File: src/rtl/tbuart_pkg.sv
// Shared types and constants for the bench-side 8N1 UART receiver.
`timescale 1ns/1ps
package tbuart_pkg;

    typedef enum logic [1:0] {
        IDLE,
        START,
        DATA,
        STOP
    } rx_state_t;

    localparam int UART_DATA_BITS = 8;

    // 40 MHz bench clock / 9600 baud, rounded.
    localparam int unsigned DEFAULT_CLKS_PER_BIT = 4167;

endpackage

File: src/rtl/sync_2ff.sv
// Generic two-flop synchroniser for asynchronous inputs; 2 cycles latency, no flow control.
`timescale 1ns/1ps
module sync_2ff #(
    parameter int          WIDTH     = 1,
    parameter logic [WIDTH-1:0] RESET_VAL = '1
) (
    input  logic             clock,
    input  logic             reset,
    input  logic [WIDTH-1:0] d,
    output logic [WIDTH-1:0] q
);

    logic [WIDTH-1:0] meta;

    always_ff @(posedge clock) begin
        if (reset) begin
            meta <= RESET_VAL;
            q    <= RESET_VAL;
        end else begin
            meta <= d;
            q    <= meta;
        end
    end

endmodule

File: src/rtl/tbuart_rx.sv
// 8N1 UART receiver with framing-error, end-of-line and good-byte count outputs.
// Strobes land ~half a bit after the stop-bit edge (plus 2 sync cycles); no backpressure, one-cycle strobes.
`timescale 1ns/1ps
module tbuart_rx
    import tbuart_pkg::*;
#(
    parameter int unsigned CLKS_PER_BIT = DEFAULT_CLKS_PER_BIT,
    parameter logic [7:0]  EOL_CHAR     = 8'h0A
) (
    input  logic        clock,
    input  logic        reset,
    input  logic        ser_rx,
    output logic [7:0]  rx_data,
    output logic        rx_valid,
    output logic        frame_err,
    output logic        eol,
    output logic [15:0] byte_count,
    output logic        busy
);

    localparam logic [15:0] TICK_FULL = 16'(CLKS_PER_BIT - 1);
    localparam logic [15:0] TICK_HALF = 16'((CLKS_PER_BIT - 1) / 2);
    localparam logic [2:0]  LAST_BIT  = 3'(UART_DATA_BITS - 1);

    logic rx_s;

    sync_2ff #(
        .WIDTH     (1),
        .RESET_VAL (1'b1)
    ) u_sync (
        .clock (clock),
        .reset (reset),
        .d     (ser_rx),
        .q     (rx_s)
    );

    rx_state_t                   state, state_d;
    logic [15:0]                 tick, tick_d;
    logic [2:0]                  bit_idx, bit_idx_d;
    logic [UART_DATA_BITS-1:0]   shift, shift_d;
    logic [7:0]                  data_q, data_d;
    logic [15:0]                 count_q, count_d;
    logic                        vld_q, vld_d;
    logic                        ferr_q, ferr_d;
    logic                        eol_q, eol_d;

    always_ff @(posedge clock) begin
        if (reset) begin
            state   <= IDLE;
            tick    <= '0;
            bit_idx <= '0;
            shift   <= '0;
            data_q  <= '0;
            count_q <= '0;
            vld_q   <= 1'b0;
            ferr_q  <= 1'b0;
            eol_q   <= 1'b0;
        end else begin
            state   <= state_d;
            tick    <= tick_d;
            bit_idx <= bit_idx_d;
            shift   <= shift_d;
            data_q  <= data_d;
            count_q <= count_d;
            vld_q   <= vld_d;
            ferr_q  <= ferr_d;
            eol_q   <= eol_d;
        end
    end

    always_comb begin
        state_d   = state;
        tick_d    = tick;
        bit_idx_d = bit_idx;
        shift_d   = shift;
        data_d    = data_q;
        count_d   = count_q;
        vld_d     = 1'b0;
        ferr_d    = 1'b0;
        eol_d     = 1'b0;

        case (state)
            IDLE: begin
                if (!rx_s) begin
                    tick_d  = TICK_HALF;
                    state_d = START;
                end
            end
            START: begin
                if (tick != 16'd0) begin
                    tick_d = tick - 16'd1;
                end else if (rx_s) begin
                    // Line went back high before mid start bit: treat as a glitch.
                    state_d = IDLE;
                end else begin
                    tick_d    = TICK_FULL;
                    bit_idx_d = 3'd0;
                    state_d   = DATA;
                end
            end
            DATA: begin
                if (tick != 16'd0) begin
                    tick_d = tick - 16'd1;
                end else begin
                    shift_d   = {rx_s, shift[UART_DATA_BITS-1:1]};
                    tick_d    = TICK_FULL;
                    bit_idx_d = bit_idx + 3'd1;
                    if (bit_idx == LAST_BIT) begin
                        state_d = STOP;
                    end
                end
            end
            STOP: begin
                if (tick != 16'd0) begin
                    tick_d = tick - 16'd1;
                end else begin
                    if (rx_s) begin
                        data_d  = shift;
                        vld_d   = 1'b1;
                        eol_d   = (shift == EOL_CHAR);
                        count_d = count_q + 16'd1;
                    end else begin
                        ferr_d = 1'b1;
                    end
                    state_d = IDLE;
                end
            end
            default: state_d = IDLE;
        endcase
    end

    assign rx_data    = data_q;
    assign rx_valid   = vld_q;
    assign frame_err  = ferr_q;
    assign eol        = eol_q;
    assign byte_count = count_q;
    assign busy       = (state != IDLE);

endmodule

File: config.mk
export PLATFORM = sky130hd
export DESIGN_NAME = tbuart_rx
export DESIGN_NICKNAME = d
export VERILOG_FILES = /design/src/rtl/tbuart_pkg.sv /design/src/rtl/sync_2ff.sv /design/src/rtl/tbuart_rx.sv
export SDC_FILE = /design/constraint.sdc
export NUM_CORES = 1
export LEC_CHECK = 0
export CELL_PAD_IN_SITES_DETAIL_PLACEMENT = 0
export CELL_PAD_IN_SITES_GLOBAL_PLACEMENT = 1
export CORE_AREA = 8 8 95 97
export CTS_BUF_LIST = sky130_fd_sc_hd__clkbuf_4
export DETAILED_ROUTE_END_ITERATION = 10
export DIE_AREA = 0 0 103 105
export HOLD_SLACK_MARGIN = 0.03
export PLACE_DENSITY_LB_ADDON = 0.15
export SKIP_LAST_GASP = 1
export SLEW_MARGIN = 20
export SYNTH_ARGS = -nofsm -noshare
export SYNTH_HDL_FRONTEND = slang
export SYNTH_SLANG_ARGS = --single-unit
export TNS_END_PERCENT = 30
File: constraint.sdc
create_clock -name clock -period 2.35 [get_ports clock]
set_clock_uncertainty 0.15 [all_clocks]
set_input_delay 0.5875 -clock clock [delete_from_list [all_inputs] [get_ports clock]]
set_output_delay 0.5875 -clock clock [all_outputs]
set_load 0.05 [all_outputs]
Word level (Yosys, flattened, before mapping). Cells that the tools add are included.

Output and inout port bits: 28. Logic and storage cells: 60. Register bits after elaboration: 58.

Reductions and logical operators: 11. Equal/unequal tests: 13. Bitwise operators: 3. Add/sub/neg operators: 3. Muxes and demuxes: 19.

Operators with widths (number): $mux 16 (5); $pmux 16 s4 (1); $add 16x1->16 const B (1); $reduce_bool 16->1 (1); $sub 16x1->16 const B (1); $ne 2x2->1 const B (7); $mux 2 (6); $mux 3 (3); $eq 8x4->1 const B (1); $pmux 2 s4 (1); $pmux 3 s2 (1); $reduce_and 3->1 (2); $reduce_and 5->1 (1); $eq 2x2->1 const B (2); $reduce_and 4->1 (1); $reduce_bool 2->1 (2); $reduce_or 4->1 (1); $add 3x1->3 const B (1); $eq 3x3->1 const B (1); $ne 3x3->1 const B (1); $not 1->1 (3); $reduce_or 3->1 (1); $eq 2x1->1 const B (1); $logic_not 2->1 (1); 2 further kinds (3).

Depth between registers and ports, before layout. Gate-level depths: netlist of the first run.

Depth in word-level cells: 4. Mapped depth: 9. Depth with buffers taken out: 7.

Hierarchy. Synthesis of the first run repeated with hierarchy kept, for this count alone.

Cell total of the unflattened synthesis: 336. Area, all modules: 2861.5 um^2.

Modules (own cells, without submodules): tbuart_rx (area each 2808.9 um^2, cells each 332, instances 1, seq. area each 1121.1 um^2); sync_2ff (area each 52.6 um^2, cells each 4, instances 1, seq. area each 40.0 um^2).

Worst setup path before layout of the first run. Ideal clock, no wire load.

Path type: register to register. Start: register state[0]. End: register tick[15]. Path slack: -0.263 ns. Stages on the path, launching flop included: 8. Data required time: 2.126 ns. Data arrival time: 2.389 ns. Library setup time: 0.074 ns. Clock period less this slack: 2.613 ns. Buffers on the path: 0. Cells stage by stage: dfxtp_1 inv_1 ha_1 nor2_1 or2_2 nor3b_1 or3b_2 a31oi_1.

Longest elaborated chain between the ends: 3. Elaborated cells between the ends (all ways): 9. Those cells by class: 6 x eq/ne; 1 x mux; 2 x reduce/logical.

RTL lines: start: declaration (RTL line tbuart_rx.sv:37) `rx_state_t state, state_d;`; start signal: assignment (RTL line tbuart_rx.sv:59) `state <= state_d;`; $eq 2x1->1 (tied with other cells) (RTL line tbuart_rx.sv:82) `case (state)`; $ne 3x3->1 (no line) / $ne 2x2->1 (equally long branches); $reduce_and 3->1 (no line); end signal: assignment (RTL line tbuart_rx.sv:60) `tick <= tick_d;`; end: declaration (RTL line tbuart_rx.sv:38) `logic [15:0] tick, tick_d;`.

Several ways; a longest one is shown, not always the timed one. A chain may end at the register's enable or synchronous reset.

Final worst setup path of the first run.
Start: register tick[11]. End: register tick[7].

Longest elaborated chain between the ends: 3. Elaborated cells between the ends (all ways): 7. Those cells by class: 2 x eq/ne; 3 x mux; 2 x reduce/logical.

RTL lines: $reduce_bool 16->1 (*) (RTL line tbuart_rx.sv:90, tbuart_rx.sv:102, tbuart_rx.sv:114); $mux 16 (tied with other cells) (RTL line tbuart_rx.sv:102) `if (tick != 16'd0) begin`; $pmux 16 s4 / $reduce_and 3->1 (equally long branches).

Every way passes the cells marked *; elsewhere a longest branch is shown, timed or not.

==> flow_summary.yaml, run 1 <==
run_status:
  status: "complete, but fails checks"
  violations: "negative setup slack"
global_routing:
  grt_util_met3_pct: 3.05
  grt_max_degree: 24
  grt_pass1_wl_mm: 12.6
  antenna_found_initial: 0
  met1_usage_pct: 18.5
  grt_pass1_vias: 2553
  track_usage_pct: 14.6
  grt_overflow: 0
  gr-max-usage-layer: "met2"
  gr-usage-met2_pct: 22.5
placement:
  dp_cells: 512
  portBuffers: 30
  place_ws_ns: -0.162
  place.gp.congestion: 0.829
  placed_area_sq_mm: 0.00363
  dp_hpwl_mm: 5.48
cells_and_area:
  area_growth_pct: 40.9
  nNetsFinal: 446
  drive_gt1_share_pct: 26.5
  utilization_pct: 53.5
  num-fill-cells: 743
  final_cells: 540
  antennaDiodeCount: 0
  fin_area_sq_mm: 0.00403
detailed_routing:
  wl_mm: 7.98
  post_drt_via_cell_ratio: 5.29
  vias: 2858
  drt-initial-drc-count: 109
  detail_route.wl_per_cell_um: 14.8
  drtAntennaViolNets: 0
  drcViolationCount: 0
  drt_first_pass_iters: 5
die:
  dieArea_sq_mm: 0.0108
  core_sq_mm: 0.00753
  start_util_pct: 38.0
  rows: 32
  io_pins: 31
  die_w_um: 103
  die_y_um: 105
critical_path:
  crit_chain: "or4_4 -> or4_4 -> buf_12 -> o21a_2 -> o41a_1 -> a211oi_1"
  criticalPathCategory: "flip-flop to flip-flop"
  slowest_delay_ns: 0.61
  cp.required_ns: 2.53
  crit_path_max_fanout: 6
  crit_top_cell: "or4_4"
  slowest_stage: "or4_4"
  cp-start-kind: "flip-flop"
  end_kind: "flip-flop"
  cp.arrival_ns: 2.71
sta:
  hold_viol: 0
  min_period_ns: 2.53
  fin_ws_ns: -0.175
  whs_ns: 0.288
  post-route-period-util_pct: 107
  worstMarginPinSlew_ns: 0.524
  max_slew_margin_pct: 64.7
  max_freq_mhz: 396
  finalSetupViolCount: 28
  drv_slew: 0
  rsz0062_at_grt: "true"
logic_synthesis:
  yosysWarnings: 0
  yosysSeqAreaShare_pct: 40.6
  synth_nets: 358
  ys.flop_type: "dfxtp_1"
  avgSynthCellArea_sq_um: 8.28
  synth_cells: 345
  synth_top_area_cell: "dfxtp_1"
  synth.distinct_cells: 50
  synth.top_cell.area_share_pct: 40.6
  synthArstFlopShare_pct: 0
  yosys-top-cells-area: "dfxtp_1, nand2_1, a21oi_1, ha_1, nand3_1"
  yosys_register_bits: 58
  synth_edf_count: 0
  synth_area_sq_mm: 0.00286
cts:
  cts_sinks: 58
  clk_latency_ns: 0.42
  clockBufferDepth: 2
  h-tree-depth: 3
  cts_buffers: 9
  clk_pin_slew_ns: 0.12
  cts_root_buf: "clkbuf_4"
  cts_tree: "built"
  holdBufCountCts: 0
power:
  power.density_mw_per_mm2: 907
  total_leakage_power_nw: 1.65
  vdd_drop_max_mv: 0.526
worst_hold_path:
  hold_path_class: "flip-flop to flip-flop"
flow_run:
  cap_violations: 0
==> cells in the final DEF (no fill, tap or decap), types with 4 or more instances in the layout <==
cell type	synthesis	routed
clkbuf_4	0	9
dfxtp_1	58	56
xor2_1	4	4
a21oi_1	36	34
a211oi_1	5	5
nor3_1	9	9
or4_4	3	5
or2_2	6	6
clkdlybuf4s50_1	0	18
xnor2_1	6	6
ha_1	10	9
dlymetal6s2s_1	0	6
and3_1	5	5
o21ai_0	4	4
buf_4	1	58
buf_12	0	4
nor4_1	11	9
nand2_1	57	57
nand3_1	19	19
nor2_1	24	24
inv_1	9	7
nand4_1	6	6
a311oi_1	5	5
a31oi_1	6	6
and4_1	4	4
==> path summary, 6_finish.rpt <==
check,slack [ns],startpoint,endpoint,cells past startpoint
worst min register to register,0.29,u_sync.meta,u_sync.q,1
worst min-delay path,0.29,u_sync.meta,u_sync.q,1
worst max register to register,-0.18,tick[11],tick[7],6
worst max-delay path,-0.18,tick[11],tick[7],6
==> critical path, delay by kind of cell (launching register included) <==
kind	cells	cell delay, ns
compound gates	3	0.61
buf+inv	1	0.16
flops	1	0.34
simple gates	2	1.18
==> area by class of cell <==
| type | count | area [sq um] | share of cell area (%) |
|---|---|---|---|
| Timing Repair Buffer | 91 | 828 | 20.6 |
| Sequential cell | 58 | 1160 | 28.9 |
| Multi-Input combinational cell | 264 | 1680 | 41.7 |
| Inverter | 9 | 33.8 | 0.839 |
| Tap cell | 102 | 128 | 3.17 |
| Clock buffer | 9 | 67.6 | 1.68 |
| Clock inverter | 7 | 125 | 3.11 |
==> synth_stat cells (all sizes together) (3+ instances only) <==
cell    count
a211oi      5
a21oi      36
a311oi      5
a31oi       6
and2        3
and3        5
and4        4
buf         3
clkbuf     12
dfxtp      58
ha         10
inv         9
mux2i       3
nand2      57
nand2b      3
nand3      19
nand4       6
nor2       25
nor3        9
nor4       13
o21ai       6
o221a       3
or2         6
or3         3
or3b        3
or4         5
xnor2       6
xor2        4
==> kinds of logic (layout without fill, tap and decap cells) <==
logic type      count (synthesis)  in the layout  synth area share [%]
simple gates                  168            169                  31.0
mux                             3              3                  1.05
compound gates                 72             72                  16.3
xor+xnor                       10             10                  3.06
fa+ha+maj                      10             10                  4.38
buf+inv                        24            116                  3.59
flops                          58             58                  40.6
==> power by group <==
part	leakage [nW]	switching (mW)	internal [mW]
registers	0.469	0.0282	1.02
clock network	0.101	0.426	0.547
logic	1.08	0.794	0.832
==> per-layer routing <==
metal / wire [um] / up-vias
met1: 3660 / 1330
li1: - / 1438
met4: 174 / 0
met2: 3730 / 74
met5: 0 / -
met3: 413 / 16
==> metrics by stage <==
stage	TNS, ns	power, mW
after floorplan	-0.326	1.80
after CTS	-1.52	3.38
final	-2.30	3.65
after detailed placement	-2.68	2.31
after global placement	-1.89	2.31
after global routing	-5.18	3.83
==> what timing repair did <==
item | CTS | global route
endpoints found under the setup margin | 46 | 58
setup buffers | 2 | 7
gates cloned | 1 | 2
gates resized for setup | 5 | 12
pin swaps | 3 | 0
hold endpoints to repair | 0 | 0
==> registers in the layout, summed over array words and instances, names as in the netlist, 3 cells and up, named ones only <==
| name | cells |
|---|---|
| byte_count | 16 |
| rx_data | 8 |
| tick | 16 |
| shift | 8 |
| bit_idx | 3 |
No activity file was read; power rests on OpenSTA's default activity.
==> run 2: changes to the inputs <==
--- a/config.mk
+++ b/config.mk
@@ -12,6 +12,7 @@
 export DETAILED_ROUTE_END_ITERATION = 10
 export DIE_AREA = 0 0 103 105
 export HOLD_SLACK_MARGIN = 0.03
+export MAX_ROUTING_LAYER = met4
 export PLACE_DENSITY_LB_ADDON = 0.15
 export SKIP_LAST_GASP = 1
 export SLEW_MARGIN = 20
==> flow_summary.yaml, run 2 (synthesis gave the netlist of run 1 again) <==
critical_path:
  cp.required_ns: 2.54
  slowest_delay_ns: 0.62
  end_kind: "flip-flop"
  slowest_stage: "or4_4"
  cp_top_family: "simple AND/OR/NAND/NOR gates"
  crit_path_max_fanout: 6
  rr_startpoint: "tick[4]"
  r2r-end: "tick[7]"
  crit_chain: "or4_4 -> or4_4 -> buf_12 -> o21a_2 -> o41a_1 -> a211oi_1"
  r2r_slack_ns: -0.16
  crit_top_cell: "or4_4"
  cp.arrival_ns: 2.70
  criticalPathCategory: "flip-flop to flip-flop"
  worst-r2r-cell-count: 6
  path_buf_inv: 1
  cp-start-kind: "flip-flop"
worst_hold_path:
  hold_path_class: "flip-flop to flip-flop"
  min_path_cells: 1
  min_from: "u_sync.meta"
  holdPathEnd: "u_sync.q"
detailed_routing:
  drt-initial-drc-count: 105
  detail_route.wl_per_cell_um: 14.8
  wl_mm: 7.99
  drt_first_pass_iters: 4
  post_drt_via_cell_ratio: 5.27
  vias: 2839
  drcViolationCount: 0
  drtAntennaViolNets: 0
cts:
  clk_pin_slew_ns: 0.11
  clockBufferDepth: 2
  h-tree-depth: 3
  clk_latency_ns: 0.42
  cts_tree: "built"
  cts_sinks: 58
  cts_root_buf: "clkbuf_4"
  cts_buffers: 9
die:
  dieArea_sq_mm: 0.0108
  start_util_pct: 38.0
  io_pins: 31
  die_y_um: 105
  rows: 32
  core_sq_mm: 0.00753
  die_w_um: 103
cells_and_area:
  num-fill-cells: 742
  final_cells: 539
  area_growth_pct: 40.6
  fin_area_sq_mm: 0.00402
  nNetsFinal: 445
  final_cell_mix: "nand2_1, buf_4, dfxtp_1"
  antennaDiodeCount: 0
  drive_gt1_share_pct: 26.3
sta:
  whs_ns: 0.288
  post-route-period-util_pct: 107
  drv_slew: 0
  finalSetupViolCount: 27
  min_period_ns: 2.51
  max_slew_margin_pct: 65.1
  fin_ws_ns: -0.162
  hold_viol: 0
  worstMarginPinSlew_ns: 0.522
  rsz0062_at_grt: "true"
  max_freq_mhz: 398
power:
  total_leakage_power_nw: 1.64
  vdd_drop_max_mv: 0.529
  power.density_mw_per_mm2: 904
placement:
  placed_area_sq_mm: 0.00363
  portBuffers: 30
  place_ws_ns: -0.162
  dp_hpwl_mm: 5.48
  dp_cells: 512
  place.gp.congestion: 0.842
flow_run:
  cap_violations: 0
global_routing:
  grt_pass1_wl_mm: 12.6
  grt_pass1_vias: 2557
  grt_max_degree: 24
  grt_overflow: 0
  track_usage_pct: 15.0
  antenna_found_initial: 0
run_status:
  violations: "negative setup slack"
  status: "complete, but fails checks"
[run 2: changes by cell type in the layout (fill, tap and decap cells not counted)]
| cell | delta |
|---|---|
| buf_4 | -1 |
[run 2: area by class of cell]
cell class              instances  area [sq um]  share of cell area, %
flip-flops and latches         58          1160                   29.0
multi-input cells             264          1680                   41.8
inverters                       9          33.8                  0.841
clock inverters                 7           125                   3.11
repair buffers                 90           821                   20.4
well taps                     102           128                   3.18
clock buffers                   9          67.6                   1.68
[run 2: worst max path at each step]
stage	startpoint	end	slack, ns	depth (start not counted)
CTS	tick[4]	byte_count[11]	-0.13	5
global route	tick[4]	byte_count[7]	-0.23	6
global placement	tick[1]	tick[2]	-0.13	7
detailed placement	tick[1]	byte_count[11]	-0.16	7
finish	tick[4]	tick[7]	-0.16	6
floorplan	tick[0]	tick[15]	-0.05	9
[run 2: timing repair]
item	CTS	global route
setup buffers	2	6
setup endpoints to repair	46	58
pin swaps	3	0
gates cloned	1	2
hold buffers	0	0
gates resized for setup	5	12
[run 2: per-layer routing]
metal / GRT usage [%] / up-vias / share of wire [%]
met1: 18.5 / 1328 / 46
met2: 22.5 / 57 / 46
li1: - / 1438 / -
met4: 6.62 / 0 / 2.3
met3: 3.85 / 16 / 5.5
met5: - / - / 0
[run 2: worst register-to-register path: stages, from the launching register on]
cell and delay (ns):
dfxtp_1 0.33, or4_4 0.56, or4_4 0.62, buf_12 0.16, o21a_2 0.25, o41a_1 0.12
a211oi_1 0.24
[run 2: metrics by stage]
stage	TNS [ns]	utilization, %	total power, mW
6_report	-2.12	53.4	3.63
5_1_grt	-5.27	53.4	3.81
4_1_cts	-1.52	51.6	3.38
3_5_place_dp	-2.68	48.3	2.31
3_3_place_gp	-1.89	48.3	2.31
2_1_floorplan	-0.326	-	1.80
[run 2: power breakdown]
group	switching, mW	leakage [nW]	internal (mW)	total, mW
sequential	0.0278	0.469	1.02	1.05
clock	0.427	0.101	0.547	0.974
combinational	0.789	1.07	0.818	1.61
total	1.24	1.64	2.39	3.63
==> run 3: changes to the inputs <==
--- a/config.mk
+++ b/config.mk
@@ -7,10 +7,10 @@
 export LEC_CHECK = 0
 export CELL_PAD_IN_SITES_DETAIL_PLACEMENT = 0
 export CELL_PAD_IN_SITES_GLOBAL_PLACEMENT = 1
-export CORE_AREA = 8 8 95 97
+export CORE_AREA = 2 2 89 91
 export CTS_BUF_LIST = sky130_fd_sc_hd__clkbuf_4
 export DETAILED_ROUTE_END_ITERATION = 10
-export DIE_AREA = 0 0 103 105
+export DIE_AREA = 0 0 91 93
 export HOLD_SLACK_MARGIN = 0.03
 export MAX_ROUTING_LAYER = met4
 export PLACE_DENSITY_LB_ADDON = 0.15
==> constraint.sdc (replaced) <==
create_clock -name clock -period 2.35 [get_ports clock]
set_clock_uncertainty 0.15 [all_clocks]
set_input_delay 0.5875 -clock clock [delete_from_list [all_inputs] [get_ports clock]]
set_output_delay 0.5875 -clock clock [all_outputs]
set_load 0.02 [all_outputs]
==> flow_summary.yaml, run 3 (synthesis gave the netlist of run 1 again) <==
critical_path:
  criticalPathCategory: "flip-flop to flip-flop"
  cp_top_family: "simple AND/OR/NAND/NOR gates"
  cp.arrival_ns: 2.64
  crit_chain: "or4_4 -> or4_4 -> nor4_4 -> or3b_1 -> a21oi_1"
  crit_path_max_fanout: 6
  slowest_stage: "or4_4"
  crit_top_cell: "or4_4"
  end_kind: "flip-flop"
  cp.required_ns: 2.54
  r2r_slack_ns: -0.1
  cp-start-kind: "flip-flop"
  path_buf_inv: 0
  slowest_delay_ns: 0.64
  worst-r2r-cell-count: 5
  rr_startpoint: "tick[9]"
  r2r-end: "byte_count[11]"
placement:
  portBuffers: 30
  dp_hpwl_mm: 5.46
  place.gp.congestion: 0.845
  place_ws_ns: -0.152
global_routing:
  grt_pass1_wl_mm: 13.5
  grt_overflow: 0
  grt_pass1_vias: 2783
  track_usage_pct: 20.4
  antenna_found_initial: 0
  grt_max_degree: 29
sta:
  hold_viol: 0
  worstMarginPinSlew_ns: 0.555
  finalSetupViolCount: 38
  max_freq_mhz: 409
  rsz0062_at_grt: "true"
  fin_ws_ns: -0.0979
  max_slew_margin_pct: 62.6
  post-route-period-util_pct: 104
  min_period_ns: 2.45
  drv_slew: 0
cells_and_area:
  antennaDiodeCount: 0
  utilization_pct: 52.2
  drive_gt1_share_pct: 25.8
  area_growth_pct: 37.5
  nNetsFinal: 442
  final_cell_mix: "nand2_1, dfxtp_1, buf_4"
  layout_commonest_cell: "nand2_1"
power:
  power.density_mw_per_mm2: 833
  vdd_drop_max_mv: 0.447
  total_leakage_power_nw: 1.47
worst_hold_path:
  min_from: "u_sync.meta"
  min_path_cells: 1
  hold_path_class: "flip-flop to flip-flop"
  holdPathEnd: "u_sync.q"
cts:
  clk_latency_ns: 0.41
  h-tree-depth: 3
  cts_root_buf: "clkbuf_4"
  cts_tree: "built"
  clockBufferDepth: 2
  cts_buffers: 9
  holdBufCountCts: 0
  cts_sinks: 58
  clk_pin_slew_ns: 0.12
run_status:
  status: "complete, but fails checks"
  violations: "negative setup slack"
die:
  start_util_pct: 38.0
  die_y_um: 93
  die_w_um: 91
  core_sq_mm: 0.00753
  rows: 32
  io_pins: 31
  dieArea_sq_mm: 0.00846
detailed_routing:
  wl_mm: 8.10
  detail_route.wl_per_cell_um: 15.1
  vias: 2853
  drtAntennaViolNets: 0
  drt_first_pass_iters: 4
  drcViolationCount: 0
  post_drt_via_cell_ratio: 5.32
  drt-initial-drc-count: 111
flow_run:
  cap_violations: 0
-- run 3: cell types whose count changed in the layout (fill, tap and decap cells not counted), sizes merged --
| cell | delta |
|---|---|
| bufinv | -1 |
| o21ai | +1 |
| clkinvlp | +2 |
| clkdlybuf4s50 | +10 |
| dlymetal6s2s | -6 |
| buf | -8 |
| clkinv | -1 |
-- run 3: how the worst max path moves through the flow --
stage          startpoint              to  depth (start not counted)
2_1_floorplan     tick[0]        tick[15]                          9
3_3_place_gp      tick[1]        tick[15]                          8
3_5_place_dp      tick[1]         tick[5]                          8
4_1_cts           tick[9]  byte_count[11]                          5
5_1_grt           tick[9]  byte_count[11]                          5
6_report          tick[9]  byte_count[11]                          5
-- run 3: layout make-up --
class / count / area (sq um)
fill: 777 / 3600
multi-input combinational: 265 / 1710
sequential: 58 / 1160
timing repair buffer: 86 / 734
tap: 102 / 128
clock inverter: 7 / 92.6
clock buffer: 9 / 67.6
inverter: 9 / 33.8
-- run 3: routing by layer --
layer	routed length, um	vias to the layer above	GRT usage [%]	part of all wire [%]
met2	3880	67	34.0	48
met1	3760	1334	24.9	46
li1	-	1440	-	-
met5	0	-	-	0
met4	130	0	7.45	1.6
met3	323	12	3.63	4.0
-- run 3: repair_timing --
item                                   CTS  global route
endpoints found under the hold margin    0             0
buffers inserted                         3             1
resized for setup                       10            10
pin swaps                                6             0
cloned                                   2             0
setup endpoints to repair               37            46
-- run 3: metrics by stage --
stage	TNS, ns	total power, mW	hold slack, ns	instances	area, sq um
6_report	-0.952	3.27	0.272	536	3930
2_1_floorplan	-0.319	1.79	0.239	345	2880
4_1_cts	-1.10	3.23	0.274	535	3890
3_5_place_dp	-2.30	2.29	0.246	514	3650
3_3_place_gp	-1.53	2.29	0.245	514	3650
5_1_grt	-4.00	3.46	0.297	536	3930
-- run 3: where the power goes --
part / switching (mW) / internal, mW / total (mW) / leakage [nW]
clock network: 0.427 / 0.429 / 0.856 / 0.0800
registers: 0.0296 / 1.02 / 1.05 / 0.470
logic: 0.738 / 0.623 / 1.36 / 0.917
